[src/rtl/tx_cpu_fifo.sv]
// CPU-to-transmit byte buffer: byte or full-word CPU writes into a circular store,
// drained one byte per cycle into the downstream TX FIFO while it reports space.
module tx_cpu_fifo #(
  parameter int unsigned DEPTH      = 4,
  parameter int unsigned BYTES      = 2,
  parameter bit          LITTLE_END = 1'b0
) (
  input  logic                         clk,
  input  logic                         reset_n,
  input  logic                         wr_byte,
  input  logic                         wr_word,
  input  logic                         flush,
  input  logic                         fifo_has_space,
  input  logic [8*BYTES-1:0]           data,
  output logic [7:0]                   q,
  output logic                         pop,
  output logic                         empty,
  output logic                         full,
  output logic [$clog2(DEPTH+1)-1:0]   level,
  output logic                         overflow
);

  localparam int unsigned PTR_W = $clog2(DEPTH);
  localparam int unsigned LVL_W = $clog2(DEPTH + 1);
  localparam logic [LVL_W-1:0] DEPTH_L = LVL_W'(DEPTH);
  localparam logic [LVL_W-1:0] BYTES_L = LVL_W'(BYTES);

  logic [7:0]       mem [DEPTH];
  logic [PTR_W-1:0] wr_ptr, rd_ptr;
  logic [PTR_W-1:0] wr_ptr_nxt, rd_ptr_nxt;
  logic [LVL_W-1:0] level_nxt;
  logic             overflow_nxt;

  logic [LVL_W-1:0] free;
  logic [LVL_W-1:0] n_wr;
  logic             do_byte, do_word, reject;

  logic [7:0]       word_byte [BYTES];
  logic [PTR_W-1:0] wr_idx    [BYTES];
  logic [DEPTH-1:0] mem_we;
  logic [7:0]       mem_wd    [DEPTH];

  // Status outputs depend only on registered state; fifo_has_space reaches pop only.
  always_comb begin
    free  = DEPTH_L - level;
    empty = (level == '0);
    full  = (free < BYTES_L);
    pop   = fifo_has_space & ~empty;
    q     = empty ? '0 : mem[rd_ptr];
  end

  // word_byte[0] is the first byte out, which is also the single-byte lane.
  always_comb begin
    for (int unsigned k = 0; k < BYTES; k++) begin
      word_byte[k] = LITTLE_END ? data[8*k +: 8] : data[8*(BYTES-1-k) +: 8];
      wr_idx[k]    = wr_ptr + PTR_W'(k);
    end
  end

  always_comb begin
    do_byte = ~flush & wr_byte & (free != '0);
    do_word = ~flush & ~wr_byte & wr_word & (free >= BYTES_L);
    reject  = ~flush & ((wr_byte & (free == '0)) |
                        (~wr_byte & wr_word & (free < BYTES_L)));
    n_wr    = do_byte ? LVL_W'(1) : (do_word ? BYTES_L : '0);
  end

  always_comb begin
    mem_we = '0;
    for (int unsigned i = 0; i < DEPTH; i++) mem_wd[i] = '0;
    if (do_byte) begin
      mem_we[wr_ptr] = 1'b1;
      mem_wd[wr_ptr] = word_byte[0];
    end
    if (do_word) begin
      for (int unsigned k = 0; k < BYTES; k++) begin
        mem_we[wr_idx[k]] = 1'b1;
        mem_wd[wr_idx[k]] = word_byte[k];
      end
    end
  end

  always_comb begin
    if (flush) begin
      wr_ptr_nxt   = '0;
      rd_ptr_nxt   = '0;
      level_nxt    = '0;
      overflow_nxt = 1'b0;
    end else begin
      wr_ptr_nxt   = wr_ptr + PTR_W'(n_wr);
      rd_ptr_nxt   = rd_ptr + PTR_W'(pop);
      level_nxt    = level + n_wr - LVL_W'(pop);
      overflow_nxt = overflow | reject;
    end
  end

  always_ff @(posedge clk or negedge reset_n) begin
    if (!reset_n) begin
      wr_ptr   <= '0;
      rd_ptr   <= '0;
      level    <= '0;
      overflow <= 1'b0;
    end else begin
      wr_ptr   <= wr_ptr_nxt;
      rd_ptr   <= rd_ptr_nxt;
      level    <= level_nxt;
      overflow <= overflow_nxt;
    end
  end

  // Storage carries no reset; the level counter alone decides what is valid.
  always_ff @(posedge clk) begin
    for (int unsigned i = 0; i < DEPTH; i++) begin
      if (mem_we[i]) mem[i] <= mem_wd[i];
    end
  end

  a_level_bound : assert property (@(posedge clk) disable iff (!reset_n) level <= DEPTH_L);

endmodule

[config.mk]
export PLATFORM = sky130hd
export DESIGN_NAME = tx_cpu_fifo
export DESIGN_NICKNAME = d
export VERILOG_FILES = /design/src/rtl/tx_cpu_fifo.sv
export SDC_FILE = /design/constraint.sdc
export NUM_CORES = 1
export LEC_CHECK = 0
export CAP_MARGIN = 15
export CORE_ASPECT_RATIO = 0.9
export CORE_MARGIN = 2
export CORE_UTILIZATION = 25
export CTS_CLUSTER_SIZE = 14
export DETAILED_ROUTE_END_ITERATION = 8
export SLEW_MARGIN = 10
export SYNTH_ARGS = -nofsm -noshare
export SYNTH_HDL_FRONTEND = slang
export SYNTH_SLANG_ARGS = --single-unit
[constraint.sdc]
create_clock -name clk -period 4.4 [get_ports clk]
set_clock_uncertainty 0.1 [all_clocks]
set_input_delay 1.32 -clock clk [delete_from_list [all_inputs] [get_ports clk]]
set_output_delay 1.32 -clock clk [all_outputs]
set_load 0.01 [all_outputs]
; Word level (Yosys, flattened, before mapping)
; Memories as Yosys holds them, arrays and structs flattened.
; Index checks and enable logic that the tools add are counted.
[op_classes]
n_addsub = 6
order_cmp = 10
n_mux = 35
bitwise = 20
reduce_logical = 9
[ops]
columns = cell, count
row1 = $bwmux W32, 2
row2 = $mux W32, 2
row3 = $mux W8, 5
row4 = $and A32 B32 Y32, 1
row5 = $demux W8 S2, 2
row6 = $reduce_or A8 Y1, 2
row7 = $mux W1, 13
row8 = $mux W2, 6
row9 = $and A1 B1 Y1, 10
row10 = $mux W4, 2
row11 = $or A4 B4 Y4, 2
row12 = $ge A3 B3 Y1 const B, 2
row13 = $logic_not A3 Y1, 2
row14 = $lt A2 B3 Y1 const B, 2
row15 = $lt A3 B1 Y1 const B, 2
row16 = $not A2 Y3, 2
row17 = $demux W1 S2, 2
row18 = $ge A2 B1 Y1 const B, 2
row19 = $logic_and A1 B1 Y1, 4
row20 = $add A3 B2 Y3, 1
row21 = $ge A3 B2 Y1 const B, 1
row22 = $lt A3 B2 Y1 const B, 1
row23 = $mux W3, 1
row24 = $not A1 Y1, 3
row25 = other kinds (7), 8
[totals]
regBits = 8
ram_bits = 32
input_bits = 22
output_inout_bits = 15
n_memories = 1
[memory_table]
columns = memory, words, width, rd, rd_ports_with_merged_regs, write_ports, line
row1 = mem, 4, 8, 1, 0, 2, 28  ; logic [7:0] mem [DEPTH];

; Logic depth before layout (Yosys ltp)
; Gate-level depths: netlist of run 1.
[logic_depth]
ltp_word = 12
ltp_mapped = 13
depth_no_buf = 13

; Worst setup path before layout of run 1
; OpenSTA, ideal clock, no wires.
[synth_timing]
path_kind = input to register
start = input port flush
end = register level[2]
setup_time_ns = 0.119
t_arrival_ns = 3.344
required_time_ns = 4.181
path_slack_ns = 0.837
stages = 9
path_cell_list = buf_6 -> nor3b_4 -> nand2_4 -> buf_2 -> ha_1 -> fa_1 -> xnor2_1 -> xnor2_1 -> nor2_1
[synth_between]
elab_chain_len = 9
word_cells_on_any_way = 11
[synth_rtl]
columns = element, line
row1 = from (decl), 12  ; input logic flush,
row2 = $not A1 Y1, "61, 62"
row3 = $and A1 B1 Y1 (3 in a row), 62  ; do_word = ~flush & ~wr_byte & wr_word & (free >= BYTES_L);
row4 = $mux W2 (2 in a row), 65  ; n_wr = do_byte ? LVL_W'(1) : (do_word ? BYTES_L : '0);
row5 = $add A3 B2 Y3, 92  ; level_nxt = level + n_wr - LVL_W'(pop);
row6 = $sub A3 B1 Y3, 92
row7 = $mux W3 (*), 84  ; if (flush) begin
row8 = via level_nxt[2], 31  ; logic [LVL_W-1:0] level_nxt;
row9 = to (signal assigned), 106  ; level <= level_nxt;
row10 = to (decl), 19  ; output logic [$clog2(DEPTH+1)-1:0] level,
; The timed path passes the listed nets; every way through them passes the cells marked *.

; Final worst setup path of run 1
[layout_timing]
start = input port fifo_has_space
end = output port pop
[layout_between]
elab_chain_len = 1
[layout_rtl]
columns = element, line
row1 = from (decl), 13  ; input logic fifo_has_space,
row2 = $and A1 B1 Y1, 48  ; pop = fifo_has_space & ~empty;
row3 = to (decl), 16  ; output logic pop,
; Every way passes these cells.

==> impl_metrics.py, run 1 <==
metrics = {
    "logic_synthesis": {
        "synth_edf_count": 32,
        "syn-num-nets": 253,
        "synthCells": 217,
        "yosys-top-cells-count": "56 x nand2_1, 32 x edfxtp_1, 27 x o22ai_1",
        "synth_cell_type_count": 31,
        "yosys_register_bits": 40,
        "synthArstFlopShare_pct": 20.00,
        "synth_ff_type": "edfxtp_1",
        "yosysTopAreaCellShare_pct": 40.06,
        "synth_area_leaders": "edfxtp_1 40%, nand2_1 8.8%, dfrtp_1 8.3%",
        "ys_warn_count": 0,
        "yosysTopAreaCell": "edfxtp_1",
        "synthesis.area_um2": 2399,
        "syn_avg_cell_area_um2": 11.05,
        "yosysMostFrequentCell": "nand2_1",
        "yosysSeqAreaShare_pct": 48.41,
    },
    "global_routing": {
        "grt_first_pass_wirelength_mm": 10.05,
        "grt_util_met3_pct": 3.032,
        "grtUsageTotal_pct": 12.67,
        "antenna_found_initial": 0,
        "grt_pass1_vias": 1917,
        "gr-usage-met1_pct": 17.40,
        "use_met2_pct": 18.84,
        "busiest_layer": "met2",
        "grt_max_degree": 28,
        "grt_overflow": 0,
    },
    "finish": {
        "diodes": 0,
        "nNetsFinal": 289,
        "drive_gt1_share_pct": 12.60,
        "area_delta_synth_final_pct": 25.56,
        "num-fill-cells": 936,
    },
    "pwr": {
        "ir_worst_vdd_v": 0.0005610,
        "p_leak_nw": 1.022,
        "p_per_area_nw_per_um2": 546.6,
    },
    "outcome": {
        "outcome": "finished clean",
    },
    "detailed_routing": {
        "wirelength_mm": 6.282,
        "vias": 1825,
        "initialDrtViolationCount": 159,
        "ant_nets": 0,
        "wl_per_cell_um": 16.71,
        "first_pass_iters": 4,
        "post-route-drc-count": 0,
        "vias_per_cell": 4.854,
    },
    "sta": {
        "finalHoldViolCount": 0,
        "post-route-period-util_pct": 91.24,
        "setup_tns_ps": 0,
        "relSlewSlack_pct": 50.77,
        "rsz0062_at_grt": "false",
        "fin_crit_ps": 4014,
        "worstMarginPinSlew_ps": 738.5,
        "setup_viol": 0,
        "fmax_mhz": 249.1,
        "finalMaxSlewViolations": 0,
        "fin_ws_ps": 385.7,
        "whs_ps": 466.4,
    },
    "placement": {
        "dp_slack_ps": 370.0,
        "port-buffer-count": 36,
        "gp_congestion": 0.7777,
        "dp_hpwl_mm": 4.113,
    },
    "worst_setup_path": {
        "endpoint_kind": "primary output",
        "crit_required_ps": 2980,
        "setup.worst_path.class": "input pin to primary output",
        "startpoint_type": "input pin",
        "crit_fanout": 3,
        "cp.arrival_ps": 2590,
    },
    "floorplan": {
        "dieArea_um2": 10400,
        "die_h_um": 96.93,
        "initial_core_util_pct": 26.05,
        "num_rows": 33,
        "io_pins": 37,
        "core_um2": 9208,
        "die_w_um": 107.3,
    },
    "clock_tree": {
        "insertion_delay_ps": 290,
        "post_cts_buffers": 0,
        "cts_resized": 0,
        "cts.sink_count": 40,
        "clockBufferDepth": 2,
        "cts_tree": "built",
        "root_buffer": "clkbuf_8",
        "clk_pin_slew_worst_paths_ps": 80,
        "htree_levels": 2,
        "ctsHoldBuffers": 0,
        "cts_buffers": 5,
    },
    "run": {
        "maxCapViolCount": 0,
    },
    "min_path": {
        "hp-class": "flip-flop to flip-flop",
    },
}
[registers in the layout, summed over array words and instances (netlist names)]
| name | count |
|---|---|
| rd_ptr | 2 |
| level | 3 |
| wr_ptr | 2 |
| mem | 32 |
| overflow | 1 |
[final cells by class]
| cell class | instances | area [um^2] | share of cell area [%] |
|---|---|---|---|
| Inverter | 12 | 45.04 | 1.496 |
| Multi-Input combinational cell | 151 | 1124 | 37.31 |
| Clock buffer | 5 | 68.82 | 2.285 |
| Clock inverter | 3 | 47.55 | 1.579 |
| Tap cell | 122 | 152.6 | 5.069 |
| Timing Repair Buffer | 43 | 412.9 | 13.71 |
| Sequential cell | 40 | 1161 | 38.55 |
[cells in the final DEF, fill, tap and decap left out]
cell / instances
and3_1: 1
buf_4: 7
edfxtp_1: 32
nor3b_4: 1
clkbuf_8: 5
mux4_2: 8
o2bb2ai_1: 8
nand2_4: 1
xnor2_1: 3
inv_2: 1
a21oi_1: 4
a31oi_4: 3
nand3b_1: 1
dfrtp_1: 8
o22ai_1: 27
a31oi_2: 1
xor2_1: 1
nor3b_2: 1
nand3_1: 2
or3b_2: 1
clkinv_4: 2
fa_1: 1
nor2b_1: 13
ha_1: 13
nor3b_1: 1
nor2_1: 3
inv_1: 11
clkdlybuf4s50_1: 36
nand2_1: 56
bufinv_16: 1
o21ai_0: 1
[path summary, 6_finish.rpt]
path	start	to	slack, ps	depth (start not counted)
hold reg to reg	overflow	overflow	470	2
max in group asynchronous	reset_n	level[0]	2730	1
hold / removal	overflow	overflow	470	2
setup / recovery	fifo_has_space	pop	390	3
setup reg to reg	level[1]	level[2]	1410	10
min in group asynchronous	reset_n	overflow	1200	1
[logic make-up (layout without fill, tap and decap cells)]
kind of cell / count (synthesis) / count (layout) / share of synthesized area [%]
AOI/OAI and AO/OA: 44 / 44 / 14.19
xor gates and xnor gates: 4 / 4 / 1.461
adders and majority gates: 14 / 14 / 7.616
buffers and inverters: 26 / 63 / 4.747
DFF: 40 / 40 / 48.41
muxes: 8 / 8 / 7.512
and+or+nand+nor: 81 / 81 / 16.07
[worst max-delay path: stages]
cell	delay, ps
clkdlybuf4s50_1	450
nor2b_1	240
clkdlybuf4s50_1	580
[where the power goes]
group | leakage, nW | internal, mW | switching [mW]
registers | 0.410 | 0.478 | 0.0536
clock network | 0.0583 | 0.171 | 0.146
logic | 0.553 | 0.383 | 0.414
[through the flow]
stage / power, mW / area, um^2 / util (%) / instances
floorplan: 1.017 / 2399 / - / 217
global placement: 1.329 / 2895 / 31.44 / 368
detailed placement: 1.344 / 2895 / 31.44 / 368
CTS: 1.664 / 3012 / 32.71 / 376
global route: 1.756 / 3012 / 32.71 / 376
finish: 1.646 / 3012 / 32.71 / 376
[metal layers]
| metal | vias up | routed length, um |
|---|---|---|
| li1 | 856 | - |
| met1 | 891 | 2919 |
| met2 | 68 | 2852 |
| met3 | 10 | 372 |
| met4 | 0 | 138 |
| met5 | - | 0 |
No activity file was read; power rests on OpenSTA's default activity.
==> run 2: changes to the inputs <==
Settings changed: CAP_MARGIN 15 to 20, CTS_CLUSTER_SIZE 14 to not set.
==> results of run 2 <==
No change in the layout: final DEF, timing and power equal those of run 1.
==> run 3: changes to the inputs <==
Settings changed: SLEW_MARGIN 10 to 15.
==> results of run 3 <==
No change in the layout: final DEF, timing and power equal those of run 1.
